<file path="config.mk">
export PLATFORM = sky130hd
export DESIGN_NAME = muscle_bank_scheduler
export DESIGN_NICKNAME = d
export VERILOG_FILES = /design/src/rtl/muscle_sched_pkg.sv /design/src/rtl/muscle_state_bank.sv /design/src/rtl/muscle_bank_scheduler.sv
export SDC_FILE = /design/constraint.sdc
export NUM_CORES = 2
export LEC_CHECK = 0
export CORE_ASPECT_RATIO = 1.1
export CORE_UTILIZATION = 45
export CTS_CLUSTER_DIAMETER = 200
export DETAILED_ROUTE_END_ITERATION = 8
export GPL_TIMING_DRIVEN = 0
export PLACE_DENSITY = 0.61
export SYNTH_ARGS = -nofsm -noshare
export SYNTH_HDL_FRONTEND = slang
export SYNTH_HIERARCHICAL = 1
export SYNTH_SLANG_ARGS = --single-unit
</file>
<file path="constraint.sdc">
create_clock -name clk -period 61.3 [get_ports clk]
set_input_delay 12.26 -clock clk [delete_from_list [all_inputs] [get_ports clk]]
set_output_delay 12.26 -clock clk [all_outputs]
set_load 0.02 [all_outputs]
</file>
<file path="src/rtl/muscle_sched_pkg.sv">
// Shared types for the muscle bank scheduler and its state bank.
// Build option MUSCLE_SCHED_SNAPSHOT_EN is consumed by muscle_state_bank.
package muscle_sched_pkg;

  localparam logic [31:0] FP_ZERO = 32'h0;

  typedef struct packed {
    logic [31:0] x1;
    logic [31:0] x2;
    logic [31:0] y1;
    logic [31:0] y2;
    logic [31:0] T;
  } ch_state_t;

  typedef enum logic [1:0] {
    S_IDLE,
    S_ISSUE,
    S_DRAIN,
    S_DONE
  } sched_state_t;

endpackage

</file>
<file path="src/rtl/muscle_state_bank.sv">
// Per-channel spike/force history with issue and writeback shift ports.
// MUSCLE_SCHED_SNAPSHOT_EN: readout comes from a shadow captured at step end.
module muscle_state_bank
  import muscle_sched_pkg::*;
#(
  parameter int NUM_CH = 8,
  parameter int CH_W   = $clog2(NUM_CH)
) (
  input  logic            clk,
  input  logic            reset,
  input  logic            x_we,
  input  logic [CH_W-1:0] x_ch,
  input  logic [31:0]     x_in,
  input  logic            y_we,
  input  logic [CH_W-1:0] y_ch,
  input  logic [31:0]     h_in,
  input  logic [31:0]     t_in,
  input  logic [CH_W-1:0] iss_ch,
  output ch_state_t       iss_st,
  input  logic            snap,
  input  logic [CH_W-1:0] rd_ch,
  output logic [31:0]     rd_force
);

  ch_state_t bank [NUM_CH];

  always_ff @(posedge clk or posedge reset) begin
    if (reset) begin
      for (int i = 0; i < NUM_CH; i++)
        bank[i] <= '{FP_ZERO, FP_ZERO, FP_ZERO,
                     FP_ZERO, FP_ZERO};
    end else begin
      if (x_we) begin
        bank[x_ch].x2 <= bank[x_ch].x1;
        bank[x_ch].x1 <= x_in;
      end
      if (y_we) begin
        bank[y_ch].y2 <= bank[y_ch].y1;
        bank[y_ch].y1 <= h_in;
        bank[y_ch].T  <= t_in;
      end
    end
  end

  assign iss_st = bank[iss_ch];

`ifdef MUSCLE_SCHED_SNAPSHOT_EN
  logic [31:0] shadow [NUM_CH];

  always_ff @(posedge clk or posedge reset) begin
    if (reset) begin
      for (int i = 0; i < NUM_CH; i++)
        shadow[i] <= FP_ZERO;
    end else if (snap) begin
      for (int i = 0; i < NUM_CH; i++)
        shadow[i] <= bank[i].T;
    end
  end

  assign rd_force = shadow[rd_ch];
`else
  logic snap_unused;
  assign snap_unused = snap;
  assign rd_force    = bank[rd_ch].T;
`endif

endmodule

</file>
<file path="src/rtl/muscle_bank_scheduler.sv">
// Issues every muscle channel once per tick to the shared force datapath.
// MUSCLE_SCHED_SNAPSHOT_EN selects a step-stable force readout.
module muscle_bank_scheduler
  import muscle_sched_pkg::*;
#(
  parameter int NUM_CH = 8,
  parameter int CH_W   = $clog2(NUM_CH),
  parameter int DP_LAT = 4
) (
  input  logic            clk,
  input  logic            reset,
  input  logic            i_tick,
  input  logic            i_clr_err,
  output logic [CH_W-1:0] o_src_ch,
  input  logic [31:0]     i_spike_cnt,
  input  logic [31:0]     i_spike_fp,
  output logic            o_dp_valid,
  output logic [CH_W-1:0] o_dp_ch,
  output logic [31:0]     o_dp_x1,
  output logic [31:0]     o_dp_x2,
  output logic [31:0]     o_dp_y1,
  output logic [31:0]     o_dp_y2,
  output logic [31:0]     o_dp_T,
  input  logic            i_dp_valid,
  input  logic [CH_W-1:0] i_dp_ch,
  input  logic [31:0]     i_dp_h,
  input  logic [31:0]     i_dp_T,
  input  logic [CH_W-1:0] i_rd_ch,
  output logic [31:0]     o_rd_force,
  output logic            o_busy,
  output logic            o_done,
  output logic            o_overrun,
  output logic            o_seq_err
);

  localparam logic [CH_W:0]   LAST_EXP = (CH_W+1)'(NUM_CH);
  localparam logic [CH_W:0]   PREV_EXP = (CH_W+1)'(NUM_CH - 1);
  localparam logic [CH_W-1:0] LAST_CH  = CH_W'(NUM_CH - 1);

  sched_state_t    state;
  logic [CH_W-1:0] iss_cnt;
  logic [CH_W:0]   exp_cnt;
  ch_state_t       iss_st;

  logic issuing;
  logic wb;
  logic all_in;
  logic ovr_ev;
  logic seq_ev;

  assign issuing = (state == S_ISSUE);
  assign wb      = i_dp_valid && (state != S_IDLE);
  assign all_in  = (exp_cnt == LAST_EXP) ||
                   (wb && exp_cnt == PREV_EXP);
  assign ovr_ev  = i_tick && (state != S_IDLE);
  assign seq_ev  = i_dp_valid &&
                   (state == S_IDLE || state == S_DONE ||
                    exp_cnt == LAST_EXP ||
                    i_dp_ch != exp_cnt[CH_W-1:0]);

  always_ff @(posedge clk or posedge reset) begin
    if (reset) begin
      state     <= S_IDLE;
      iss_cnt   <= '0;
      exp_cnt   <= '0;
      o_overrun <= 1'b0;
      o_seq_err <= 1'b0;
    end else begin
      o_overrun <= (o_overrun & ~i_clr_err) | ovr_ev;
      o_seq_err <= (o_seq_err & ~i_clr_err) | seq_ev;
      if (wb && exp_cnt != LAST_EXP)
        exp_cnt <= exp_cnt + 1'b1;
      unique case (state)
        S_IDLE: begin
          if (i_tick) begin
            state   <= S_ISSUE;
            iss_cnt <= '0;
            exp_cnt <= '0;
          end
        end
        S_ISSUE: begin
          if (iss_cnt == LAST_CH)
            state <= S_DRAIN;
          else
            iss_cnt <= iss_cnt + 1'b1;
        end
        S_DRAIN: begin
          if (all_in)
            state <= S_DONE;
        end
        S_DONE: state <= S_IDLE;
        default: state <= S_IDLE;
      endcase
    end
  end

  muscle_state_bank #(
    .NUM_CH (NUM_CH),
    .CH_W   (CH_W)
  ) u_bank (
    .clk      (clk),
    .reset    (reset),
    .x_we     (issuing),
    .x_ch     (iss_cnt),
    .x_in     (i_spike_fp),
    .y_we     (wb),
    .y_ch     (i_dp_ch),
    .h_in     (i_dp_h),
    .t_in     (i_dp_T),
    .iss_ch   (iss_cnt),
    .iss_st   (iss_st),
    .snap     (state == S_DONE),
    .rd_ch    (i_rd_ch),
    .rd_force (o_rd_force)
  );

  // Datapath sees post-shift history: x[i-1] is this step's spike.
  assign o_src_ch   = iss_cnt;
  assign o_dp_ch    = iss_cnt;
  assign o_dp_valid = issuing;
  assign o_dp_x1    = i_spike_fp;
  assign o_dp_x2    = iss_st.x1;
  assign o_dp_y1    = iss_st.y1;
  assign o_dp_y2    = iss_st.y2;
  assign o_dp_T     = iss_st.T;
  assign o_busy     = (state != S_IDLE);
  assign o_done     = (state == S_DONE);

  logic x2_unused;
  logic cnt_unused;
  logic lat_unused;
  assign x2_unused  = ^iss_st.x2;
  assign cnt_unused = ^i_spike_cnt;
  assign lat_unused = (DP_LAT > 0);

endmodule

</file>
==> impl_metrics.env <==
export IMPL_outcome="finished, violations left"
export IMPL_failed_checks="max-capacitance violations, max-slew violations"
export IMPL_r2r_end="u_bank/bank[1016]"
export IMPL_routabilityCongestion=0.898
export IMPL_cp_end_kind="primary output"
export IMPL_r2r_cells=9
export IMPL_die_area_mm2=0.114
export IMPL_finalCritPeriodShare_pct=44.3
export IMPL_synthCells=3413
export IMPL_hold_buffers=0
export IMPL_grtUsageTotal_pct=31.4
export IMPL_viasPerCell=6.24
export IMPL_worst_path_most_repeated_cell="buf_2"
export IMPL_dp_slack_ns=34.16
export IMPL_clkLatencyLatePin_ns=0.70
export IMPL_antenna_found_initial=18
export IMPL_path_depth=6
export IMPL_critical_path_arrival_ns=14.90
export IMPL_tns_ns=0
export IMPL_drive_gt1_share_pct=43.0
export IMPL_drc_errors=0
export IMPL_first_iter_violations=3447
export IMPL_path_buf_inv=4
export IMPL_start_util_pct=45.5
export IMPL_drv_cap=1
export IMPL_finalSetupViolCount=0
export IMPL_fmax_mhz=36.8
export IMPL_cts_tree="done"
export IMPL_tightest_slew_ns=1.51
export IMPL_final_cells=5429
export IMPL_dp_hpwl_um=123000
export IMPL_ir_drop_mv=0.0492
export IMPL_crit_required_ns=49.04
export IMPL_grt_max_degree=129
export IMPL_path_class="primary input to primary output"
export IMPL_routedWlPerCell_um=32.5
export IMPL_grt_pass1_vias=34303
export IMPL_rsz0062_at_grt="false"
export IMPL_cts_setup_buffers=0
export IMPL_cp_cell_sequence="buf_2 -> buf_2 -> buf_2 -> mux4_2 -> mux2_2 -> clkdlybuf4s50_1"
export IMPL_drt_total_wl_um=177000
export IMPL_fp_row_count=128
export IMPL_finalMaxSlewViolations=10
export IMPL_grt_pass1_wl_um=254000
export IMPL_r2r_start="state[0]"
export IMPL_dr_pass1_iters=6
export IMPL_met2WireLength_um=83000
export IMPL_clock_root_buffer="clkbuf_16"
export IMPL_hold_viol=0
export IMPL_dp_cells=5222
export IMPL_cts_sinks=1035
export IMPL_crit_end="o_rd_force[15]"
export IMPL_timing_hold_ws_ns=0.500
export IMPL_cts_buffers=113
export IMPL_setup_slack_ns=34.14
export IMPL_overflow=0
export IMPL_route_layer_met1_wl_um=71900
export IMPL_fin_nets=3990
export IMPL_yosysWarnings=6
export IMPL_synth_area_per_cell_um2=14.8
export IMPL_wl_met3_um=14100
export IMPL_chipHeight_um=353
export IMPL_syn2layout_area_growth_pct=17.7
export IMPL_coreArea_mm2=0.111
export IMPL_synth_area_mm2=0.0505
export IMPL_pin_count=342
export IMPL_path_clk_slew_ns=0.06
export IMPL_slowest_delay_ns=0.57
export IMPL_mappedNetlistNets=3561
export IMPL_cts_resized=0
export IMPL_ant_nets=0
export IMPL_die_w_um=321
export IMPL_vias=33871
export IMPL_skew_ns=0.0266
export IMPL_io_buffers=306
export IMPL_whs_path_depth=1
export IMPL_crit_family="buffers and inverters"
export IMPL_hp_class="flip-flop to flip-flop"
export IMPL_clock_tree_buffer_depth=3
export IMPL_top_layer="met5"
export IMPL_cp_startpoint="i_rd_ch[1]"
export IMPL_critical_path_startpoint_type="primary input"
export IMPL_finalCriticalPeriod_ns=27.16
export IMPL_slowest_stage="clkdlybuf4s50_1"
export IMPL_rrSetupSlack_ns=57.65
export IMPL_cts_htree_levels=3
export IMPL_cp_max_fo=10
export IMPL_p_leak_nw=24.4
export IMPL_powerDensity_mw_per_mm2=60.9
export IMPL_relSlewSlack_pct=-0.884
-- area by class of cell --
type | instances | area (um2)
Antenna cell | 4 | 10.0
Buffer | 328 | 1700
Clock buffer | 164 | 3360
Clock inverter | 39 | 409
Fill cell | 9435 | 51600
Inverter | 13 | 56.3
Multi-Input combinational cell | 2037 | 22800
Sequential cell | 1035 | 25900
Tap cell | 1495 | 1870
Timing Repair Buffer | 314 | 3280
-- cells in the final DEF, fill, tap and decap left out, types with 3 or more instances in the layout --
| master | instances |
|---|---|
| mux2_2 | 899 |
| clkbuf_1 | 73 |
| buf_4 | 58 |
| ha_1 | 9 |
| dfrtp_1 | 1035 |
| nand4b_1 | 3 |
| clkinv_2 | 23 |
| nand2_1 | 5 |
| clkinv_4 | 3 |
| buf_6 | 4 |
| buf_1 | 33 |
| and4b_1 | 3 |
| bufinv_16 | 7 |
| mux2i_1 | 130 |
| mux4_2 | 320 |
| a21oi_1 | 8 |
| nand3_1 | 4 |
| o21ai_0 | 4 |
| clkbuf_16 | 114 |
| o221ai_1 | 3 |
| clkbuf_8 | 32 |
| o22a_1 | 64 |
| and4bb_2 | 3 |
| nand2b_1 | 5 |
| diode_2 | 4 |
| mux2_4 | 29 |
| buf_16 | 8 |
| nor2_1 | 257 |
| buf_2 | 177 |
| inv_6 | 3 |
| clkdlybuf4s50_1 | 306 |
| inv_1 | 12 |
| nor2b_1 | 3 |
| a31oi_1 | 257 |
-- worst reg2reg max path: stages (launching register included) --
cell and delay [ns]:
dfrtp_1 0.42, inv_1 0.11, ha_1 0.20, buf_4 0.16, nand2b_1 0.17, inv_1 0.36, and4bb_2 0.32, clkbuf_1 0.71
clkbuf_1 0.83, a31oi_1 0.17
-- flip-flops by register name (all words and copies together) (netlist names) --
name / count
o_dp_ch: 3
o_overrun: 1
o_seq_err: 1
exp_cnt: 4
state: 2
u_bank/bank: 1024
-- metrics by stage --
stage,utilization [%],area (um2),total power [mW]
floorplan,-,50500,2.29
finish,53.5,59400,3.62
CTS,53.5,59400,3.62
global placement,49.9,55400,2.90
global route,53.5,59400,3.78
detailed placement,50.1,55600,2.92
-- worst min-delay path by stage --
stage | slack, ns | end | startpoint
6_report | 0.50 | u_bank/bank[139] | u_bank/bank[139]
5_1_grt | 0.51 | u_bank/bank[317] | u_bank/bank[317]
3_3_place_gp | 0.48 | u_bank/bank[156] | u_bank/bank[156]
4_1_cts | 0.50 | u_bank/bank[473] | u_bank/bank[473]
2_1_floorplan | 0.47 | u_bank/bank[456] | u_bank/bank[456]
3_5_place_dp | 0.49 | u_bank/bank[136] | u_bank/bank[136]
-- routing by layer --
| metal | vias up | global-route usage, % |
|---|---|---|
| li1 | 13810 | - |
| met1 | 18231 | 42.8 |
| met2 | 1470 | 49.5 |
| met3 | 336 | 6.32 |
| met4 | 24 | 12.0 |
| met5 | - | 0 |
-- report_power, final --
group	switching [mW]	total (mW)	leakage, nW	internal [mW]
registers	0.219	1.25	12.2	1.03
logic	0.796	1.68	10.2	0.884
clock network	0.285	0.693	1.88	0.407
total	1.30	3.62	24.4	2.32
Note: power is estimated with default switching activity, not from simulation.
